## src/rtl/ps2_pkg.sv

```systemverilog
// Shared types and constants for the PS/2 keyboard link (host transmitter and receiver).
package ps2_pkg;

   typedef enum logic [2:0] {
      IDLE, INHIBIT, RTS, SEND, ACK, WAIT_IDLE, DONE
   } ps2_state_t;

   localparam int PS2_FRAME_BITS = 11;

   localparam logic [7:0] CMD_RESET   = 8'hFF;
   localparam logic [7:0] CMD_SET_LED = 8'hED;
   localparam logic [7:0] CMD_ENABLE  = 8'hF4;
   localparam logic [7:0] ACK_BYTE    = 8'hFA;

   // Bits shifted out after the start bit: {stop, odd parity, data}, sent LSB first.
   function automatic logic [9:0] ps2_shift_frame(input logic [7:0] d);
      return {1'b1, ~^d, d};
   endfunction

endpackage

```

## src/rtl/ps2_host_tx_if.sv

```systemverilog
// Command-side handshake of the PS/2 host transmitter.
interface ps2_host_tx_if;
   logic       start;
   logic [7:0] tx_data;
   logic       busy;
   logic       done;
   logic       ack_ok;
   logic       error;

   modport master (output start, tx_data, input busy, done, ack_ok, error);
   modport slave  (input start, tx_data, output busy, done, ack_ok, error);
endinterface

```

## src/rtl/ps2_line_sync.sv

```systemverilog
// Synchronises raw ps2 clock/data lines and strobes one cycle on each clock fall.
module ps2_line_sync #(
   parameter int SYNC_STAGES = 2
) (
   input  logic clock,
   input  logic reset,
   input  logic clk_raw,
   input  logic data_raw,
   output logic clk_s,
   output logic data_s,
   output logic clk_fall
);

   logic [SYNC_STAGES-1:0] clk_sh;
   logic [SYNC_STAGES-1:0] data_sh;
   logic                   clk_q;

   // Reset to the idle-high bus level so no false fall follows reset.
   always_ff @(posedge clock or posedge reset) begin
      if (reset) begin
         clk_sh  <= '1;
         data_sh <= '1;
         clk_q   <= 1'b1;
      end else begin
         clk_sh[0]  <= clk_raw;
         data_sh[0] <= data_raw;
         for (int i = 1; i < SYNC_STAGES; i++) begin
            clk_sh[i]  <= clk_sh[i-1];
            data_sh[i] <= data_sh[i-1];
         end
         clk_q <= clk_sh[SYNC_STAGES-1];
      end
   end

   assign clk_s    = clk_sh[SYNC_STAGES-1];
   assign data_s   = data_sh[SYNC_STAGES-1];
   assign clk_fall = clk_q & ~clk_s;

endmodule

```

## src/rtl/ps2_host_tx.sv

```systemverilog
// PS/2 host-to-device command transmitter: inhibit, request-to-send, 10 device-clocked bits, ACK check.
module ps2_host_tx
   import ps2_pkg::*;
#(
   parameter int INHIBIT_CYCLES = 5000,
   parameter int TIMEOUT_CYCLES = 1000000,
   parameter int SYNC_STAGES    = 2
) (
   input  logic          clock,
   input  logic          reset,
   ps2_host_tx_if.slave  cmd,
   input  logic          ps2_clk_in,
   input  logic          ps2_data_in,
   output logic          ps2_clk_oe,
   output logic          ps2_data_oe
);

   localparam int IW = (INHIBIT_CYCLES > 1) ? $clog2(INHIBIT_CYCLES) : 1;
   localparam int TW = (TIMEOUT_CYCLES > 1) ? $clog2(TIMEOUT_CYCLES) : 1;
   localparam int BW = $clog2(PS2_FRAME_BITS);

   ps2_state_t    state, state_n;
   logic [9:0]    frame, frame_n;
   logic [BW-1:0] bit_cnt, bit_cnt_n;
   logic [IW-1:0] inh_cnt, inh_n;
   logic [TW-1:0] to_cnt, to_n;
   logic          data_oe_r, doe_n;
   logic          ack_r, ack_n;
   logic          err_r, err_n;

   logic clk_s, data_s, clk_fall;

   ps2_line_sync #(.SYNC_STAGES(SYNC_STAGES)) u_sync (
      .clock    (clock),
      .reset    (reset),
      .clk_raw  (ps2_clk_in),
      .data_raw (ps2_data_in),
      .clk_s    (clk_s),
      .data_s   (data_s),
      .clk_fall (clk_fall)
   );

   always_ff @(posedge clock or posedge reset) begin
      if (reset) begin
         state     <= IDLE;
         frame     <= '0;
         bit_cnt   <= '0;
         inh_cnt   <= '0;
         to_cnt    <= '0;
         data_oe_r <= 1'b0;
         ack_r     <= 1'b0;
         err_r     <= 1'b0;
      end else begin
         state     <= state_n;
         frame     <= frame_n;
         bit_cnt   <= bit_cnt_n;
         inh_cnt   <= inh_n;
         to_cnt    <= to_n;
         data_oe_r <= doe_n;
         ack_r     <= ack_n;
         err_r     <= err_n;
      end
   end

   always_comb begin
      state_n   = state;
      frame_n   = frame;
      bit_cnt_n = bit_cnt;
      inh_n     = inh_cnt;
      to_n      = to_cnt;
      doe_n     = data_oe_r;
      ack_n     = ack_r;
      err_n     = err_r;
      case (state)
         IDLE: if (cmd.start) begin
            frame_n   = ps2_shift_frame(cmd.tx_data);
            ack_n     = 1'b0;
            err_n     = 1'b0;
            inh_n     = '0;
            bit_cnt_n = '0;
            state_n   = INHIBIT;
         end
         INHIBIT: begin
            if (inh_cnt == IW'(INHIBIT_CYCLES - 1)) begin
               doe_n   = 1'b1;
               state_n = RTS;
            end else begin
               inh_n = inh_cnt + 1'b1;
            end
         end
         RTS: begin
            to_n      = '0;
            bit_cnt_n = '0;
            state_n   = SEND;
         end
         // Host changes data while the device holds clock low; the device samples on the rise.
         SEND: if (clk_fall) begin
            doe_n     = ~frame[bit_cnt];
            bit_cnt_n = bit_cnt + 1'b1;
            if (bit_cnt == BW'(PS2_FRAME_BITS - 2)) state_n = ACK;
         end
         ACK: if (clk_fall) begin
            ack_n   = ~data_s;
            state_n = WAIT_IDLE;
         end
         WAIT_IDLE: if (clk_s && data_s) begin
            err_n   = ~ack_r;
            state_n = DONE;
         end
         DONE:    state_n = IDLE;
         default: state_n = IDLE;
      endcase

      // A silent or stuck device must not hold the link forever.
      if (state inside {SEND, ACK, WAIT_IDLE}) begin
         to_n = to_cnt + 1'b1;
         if (to_cnt == TW'(TIMEOUT_CYCLES - 1)) begin
            doe_n   = 1'b0;
            ack_n   = 1'b0;
            err_n   = 1'b1;
            state_n = DONE;
         end
      end
   end

   assign ps2_clk_oe  = state inside {INHIBIT, RTS};
   assign ps2_data_oe = data_oe_r;
   assign cmd.busy    = state inside {INHIBIT, RTS, SEND, ACK, WAIT_IDLE};
   assign cmd.done    = (state == DONE);
   assign cmd.ack_ok  = ack_r;
   assign cmd.error   = err_r;

endmodule

```

## src/flat_wrapper.sv

```systemverilog
// flat-port wrapper written by rule: the top's interface ports become plain ports
module ps2_host_tx_flat import ps2_pkg::*;
#(
   parameter int INHIBIT_CYCLES = 5000,
   parameter int TIMEOUT_CYCLES = 1000000,
   parameter int SYNC_STAGES    = 2
)
  (clock, reset, ps2_clk_in, ps2_data_in, ps2_clk_oe, ps2_data_oe, cmd_start, cmd_tx_data, cmd_busy, cmd_done, cmd_ack_ok, cmd_error);
  ps2_host_tx_if cmd_i ();
  input  logic clock;
  input  logic reset;
  input  logic ps2_clk_in;
  input  logic ps2_data_in;
  output logic ps2_clk_oe;
  output logic ps2_data_oe;
  input wire logic [$bits(cmd_i.start)-1:0] cmd_start;
  input wire logic [$bits(cmd_i.tx_data)-1:0] cmd_tx_data;
  output wire logic [$bits(cmd_i.busy)-1:0] cmd_busy;
  output wire logic [$bits(cmd_i.done)-1:0] cmd_done;
  output wire logic [$bits(cmd_i.ack_ok)-1:0] cmd_ack_ok;
  output wire logic [$bits(cmd_i.error)-1:0] cmd_error;
  assign cmd_i.start = cmd_start;
  assign cmd_i.tx_data = cmd_tx_data;
  assign cmd_busy = cmd_i.busy;
  assign cmd_done = cmd_i.done;
  assign cmd_ack_ok = cmd_i.ack_ok;
  assign cmd_error = cmd_i.error;
  ps2_host_tx #(.INHIBIT_CYCLES(INHIBIT_CYCLES), .TIMEOUT_CYCLES(TIMEOUT_CYCLES), .SYNC_STAGES(SYNC_STAGES)) u_core (.clock(clock), .reset(reset), .cmd(cmd_i), .ps2_clk_in(ps2_clk_in), .ps2_data_in(ps2_data_in), .ps2_clk_oe(ps2_clk_oe), .ps2_data_oe(ps2_data_oe));
endmodule
```

## config.mk

```make
export PLATFORM = sky130hd
export DESIGN_NAME = ps2_host_tx_flat
export DESIGN_NICKNAME = d
export VERILOG_FILES = /design/src/rtl/ps2_pkg.sv /design/src/rtl/ps2_host_tx_if.sv /design/src/rtl/ps2_line_sync.sv /design/src/rtl/ps2_host_tx.sv /design/src/flat_wrapper.sv
export SDC_FILE = /design/constraint.sdc
export NUM_CORES = 1
export LEC_CHECK = 0
export BUFFER_PORTS_ARGS = -buffer_cell sky130_fd_sc_hd__clkbuf_2
export CORE_ASPECT_RATIO = 0.7
export CORE_MARGIN = 2
export CORE_UTILIZATION = 55
export DETAILED_ROUTE_END_ITERATION = 16
export GPL_ROUTABILITY_DRIVEN = 0
export PLACE_DENSITY = 0.76
export SYNTH_ARGS = -nofsm -noshare
export SYNTH_HDL_FRONTEND = slang
export SYNTH_SLANG_ARGS = --single-unit
```

## constraint.sdc

```tcl
create_clock -name clock -period 1.9 [get_ports clock]
set_input_delay 0.57 -clock clock [delete_from_list [all_inputs] [get_ports clock]]
set_output_delay 0.57 -clock clock [all_outputs]
set_load 0.05 [all_outputs]
```

* After elaboration in Yosys (flattened, before gate mapping)
Index checks and enable logic that the tools add are counted.
** Cells by class
- Add/sub/neg operators :: 3
- Order comparisons :: 1
- Equal/unequal tests :: 12
- Muxes and demuxes :: 34
- Bitwise operators :: 5
- Reduce and logical (&&, ||, !) cells :: 12
** Operators by type and width (number)
- $mux W20 :: 2
- $mux W13 :: 2
- $pmux W13 S2 :: 1
- $mux W3 :: 8
- $add A20 B1 Y20 const B :: 1
- $eq A20 B20 Y1 const B :: 1
- $pmux W3 S6 :: 1
- $add A13 B1 Y13 const B :: 1
- $eq A13 B13 Y1 const B :: 1
- $mux W1 :: 13
- $pmux W4 S3 :: 1
- $eq A3 B3 Y1 const B :: 3
- $mux W4 :: 2
- $reduce_xnor A8 Y1 :: 1
- $eq A3 B2 Y1 const B :: 2
- $pmux W1 S2 :: 3
- $reduce_and A3 Y1 :: 2
- $reduce_bool A2 Y1 :: 3
- $reduce_bool A3 Y1 :: 2
- $lt A4 B5 Y1 const B :: 1
- $reduce_bool A5 Y1 :: 1
- $add A4 B1 Y4 const B :: 1
- $bmux W1 S4 :: 1
- $eq A4 B4 Y1 const B :: 1
- other kinds (8) :: 12
** Word-level totals
- Bits in registers :: 58
- Input port bits :: 13
- Output and inout bits :: 6
- Word-level logic and storage cells :: 78

* Logic depth before layout (Yosys ltp)
- Depth in word-level cells :: 7
- Depth in mapped cells :: 7
- Gate-level depth less buffers :: 5

* Hierarchy
From an unflattened synthesis, not the netlist that was laid out.
** Unflattened totals
- Cells, all modules :: 336
- Area, all modules :: 3153.0 µm²
** Modules (own cells, without submodules)
- ps2_host_tx :: times used 1, cells an instance 329, area an instance 3004.1 µm², seq. area each 1326.3 µm²
- ps2_line_sync :: times used 1, cells an instance 7, area an instance 148.9 µm², seq. area each 131.4 µm²

* Least setup slack after synthesis
Ideal clock, no wire load.
- Kind :: register -> output
- Start :: reg u_core.state[0]
- End :: out cmd_done
- Arrival time :: 1660 ps
- Data required time :: 1330 ps
- Setup slack :: -330 ps
- Cell stages (with the launch flop) :: 3
- Buffers on the path :: 1
- Path through :: dfrtp_1 > buf_2 > nor3_1
** Between the ends
- Word-level cells in the longest chain between the ends :: 1
** Ends and longest elaborated chain
- start, declared :: line ps2_host_tx.sv:22 : ps2_state_t state, state_n;
- start signal, assigned :: line ps2_host_tx.sv:54 : state <= state_n;
- $eq A3 B3 Y1 :: line ps2_host_tx.sv:129 : assign cmd.done = (state == DONE);
- end, declared :: line flat_wrapper.sv:19 : output wire logic [$bits(cmd_i.done)-1:0] cmd_done;
No other way between the ends.

* Final worst setup path
Same ends and word-level chain as after synthesis.

==> impl_metrics.json <==
{
  "run_status": "complete, but fails checks",
  "violations": "setup timing",
  "ys_async_sr_fraction": 1.00,
  "area.growth.synth_to_final_pct": 22.1,
  "clkTransAtPathRegs_ns": 0.06,
  "hold_violations": 0,
  "tightest_slew_ns": 0.421,
  "pwr-share-clk": 0.363,
  "netlist_area_sq_um": 3110,
  "worst_path_max_delay_cell": "dfrtp_2",
  "clock_sinks": 58,
  "crit_path_max_fanout": 5,
  "cts_tree": "yes",
  "vdd.ir_drop.worst_v": 0.000722,
  "antennaDiodeCount": 0,
  "io_buffers": 18,
  "fin_crit_ns": 1.95,
  "rsz0062_at_grt": "yes",
  "p_leak_nw": 1.83,
  "cts_buffers": 9,
  "internal_power_w": 0.00258,
  "ys_types": 58,
  "finalNetCount": 390,
  "grt_first_pass_wirelength_um": 12400,
  "setup_viol": 2,
  "period_share": 1.03,
  "yosysWarnings": 0,
  "synth_area_per_cell_sq_um": 9.49,
  "grt_max_degree": 59,
  "syn-num-nets": 345,
  "critPathKind": "reg -> out",
  "dp_hpwl_um": 4930,
  "fillers": 403,
  "power_w": 0.00358,
  "maxSlewViolCount": 0,
  "clock_latency_ns": 0.34,
  "syn_inst": 328,
  "drv_cap": 0,
  "ys_ff_latch": 58,
  "placed_cells": 427,
  "drive_gt1_frac": 0.237,
  "die_h_um": 67.0,
  "dp_slack_ns": 0.0936,
  "register_area_sq_um": 1460,
  "max_stage_delay_ns": 0.46,
  "routed_wl_um": 7450,
  "drc": 0,
  "start_util": 0.583,
  "htree_levels": 3,
  "critPathLaunchType": "register",
  "hold_class": "in -> async",
  "p_switching_w": 0.000998,
  "netlist.area_leader.share": 0.426,
  "tns_ns": -0.0752,
  "clock_path_buffers": 2,
  "switching_share": 0.279,
  "multi_input_area_sq_um": 1620,
  "ff2ff_path_depth": 6,
  "die_w_um": 93.9,
  "layout.cells.non_filler": 448,
  "place_area_sq_um": 3440,
  "cp.arrival_ns": 1.38,
  "crit_required_ns": 1.33,
  "dr.pass1.iters": 4,
  "drt_iter0_drc": 182,
  "synth_edf_count": 0,
  "fin_ws_ns": -0.0495,
  "routed_via_density": 5.98,
  "clock_skew_ns": 0.00925,
  "antenna_found_initial": 0,
  "grt_usage": 0.259,
  "final_area_sq_um": 3800,
  "ios": 19,
  "power_frac_comb": 0.191,
  "ys_seq_area_frac": 0.468,
  "wl_per_cell_um": 16.6,
  "endpoint_kind": "output pin",
  "cts-root-buf": "clkbuf_8",
  "p_seq_frac": 0.446,
  "powerDensity_nw_per_um2": 942,
  "slew_headroom": 0.716,
  "grt-ovfl-total": 0,
  "synth_ff_type": "dfrtp_1",
  "num_rows": 22,
  "synth.area.top_cells": "dfrtp_1 43%, nand2_1 8.0%, mux2i_1 5.5%",
  "fmax_mhz": 513,
  "grt_pass1_vias": 2552,
  "synth_top_area_cell": "dfrtp_1",
  "cp_cell_sequence": "buf_6 -> nor3_4 -> buf_12",
  "design.core.area_sq_um": 5340,
  "dieArea_sq_um": 6290,
  "antenna_left": 0,
  "routed-via-count": 2678
}
==> path summary, 6_finish.rpt <==
kind / from / to / slack [ns]
worst max-delay path: u_core.state[0]$_DFF_PP0_ / cmd_done / -0.05
worst min-delay path: reset / u_core.inh_cnt[12]$_DFFE_PP0P_ / 0.28
worst max register to register: u_core.state[2]$_DFF_PP0_ / u_core.state[1]$_DFF_PP0_ / 0.06
worst min register to register: u_core.u_sync.data_sh[0]$_DFF_PP1_ / u_core.u_sync.data_sh[1]$_DFF_PP1_ / 0.34
max in group asynchronous: reset / u_core.u_sync.data_sh[0]$_DFF_PP1_ / 1.33
min in group clock: ps2_clk_in / u_core.u_sync.clk_sh[0]$_DFF_PP1_ / 0.31
==> sequential cells by signal, summed over array words and instances (netlist names) <==
name / cells
u_core.u_sync.clk_sh: 2
u_core.cmd.ack_ok: 1
u_core.bit_cnt: 4
u_core.ps2_data_oe: 1
u_core.u_sync.data_sh: 2
u_core.cmd.error: 1
u_core.inh_cnt: 13
u_core.state: 3
u_core.frame: 10
u_core.to_cnt: 20
u_core.u_sync.clk_q: 1
==> logic make-up (layout without fill, tap and decap cells) <==
logic type               Yosys count  after routing  synth area share
AND/OR/NAND/NOR                  152            152             0.254
flip-flops                        58             58             0.468
AO/OA/AOI/OAI                     59             59             0.129
adder cells (fa/ha/maj)            4              4            0.0161
buffers and inverters             22             70            0.0309
XOR/XNOR                          13             13            0.0366
multiplexers                      20             20            0.0655
==> power by group through the flow <==
stage	Clock [W]	Combinational [W]	Sequential [W]
after floorplan	0	0.000470	0.00156
after CTS	0.00131	0.000642	0.00159
after global routing	0.00137	0.000771	0.00163
after global placement	0	0.000603	0.00160
after detailed placement	0	0.000620	0.00161
final	0.00130	0.000684	0.00160
==> layout make-up <==
cell class                      count  area share
Sequential cell                    58       0.384
Timing Repair Buffer               46      0.0955
Multi-Input combinational cell    248       0.426
Inverter                           10      0.0115
Tap cell                           72      0.0237
Clock inverter                      2      0.0158
Clock buffer                       12      0.0434
==> cell usage after synthesis, drive strengths merged (6+ instances only) <==
| cell | n |
|---|---|
| nand2 | 66 |
| dfrtp | 53 |
| o21ai | 19 |
| nand3 | 18 |
| mux2i | 17 |
| nor2 | 12 |
| inv | 10 |
| nor3 | 9 |
| a21oi | 8 |
| nand4 | 8 |
| xor2 | 7 |
| buf | 6 |
| clkbuf | 6 |
| o211ai | 6 |
| o31ai | 6 |
| xnor2 | 6 |
==> layout by cell type (no fill, tap or decap), types with 11 or more instances in the layout <==
cell / count
dfrtp_1: 50
buf_4: 24
clkbuf_2: 15
nand2_1: 64
o21ai_0: 19
clkbuf_8: 12
mux2i_1: 17
nor2_1: 11
nand3_1: 17
==> per-stage QoR <==
stage | hold WS [ns] | utilization
floorplan | 0.345 | -
detailed placement | 0.347 | 0.644
global placement | 0.347 | 0.644
global route | 0.296 | 0.712
finish | 0.280 | 0.712
CTS | 0.301 | 0.697
==> routing by layer <==
layer  vias to the layer above  GRT usage  share of wire
met5                         -          0              0
met4                         0     0.0797          0.017
met3                        11     0.0724          0.070
met2                       101      0.387           0.45
met1                      1297      0.368           0.46
li1                       1269          -              -
==> worst max-delay path: cells and delay by family, from the launching register on <==
kind,cells,cell delay [ns]
flops,1,0.46
buf+inv,2,0.32
simple gates,1,0.24
==> what timing repair did <==
action | 4_1_cts | 5_1_grt
hold buffers | 0 | 0
gates resized for setup | 13 | 12
setup endpoints to repair | 3 | 3
endpoints found under the hold margin | 0 | 0
pin swaps | 1 | 1
setup buffers | 2 | 5
Note: power is estimated with default switching activity, not from simulation.
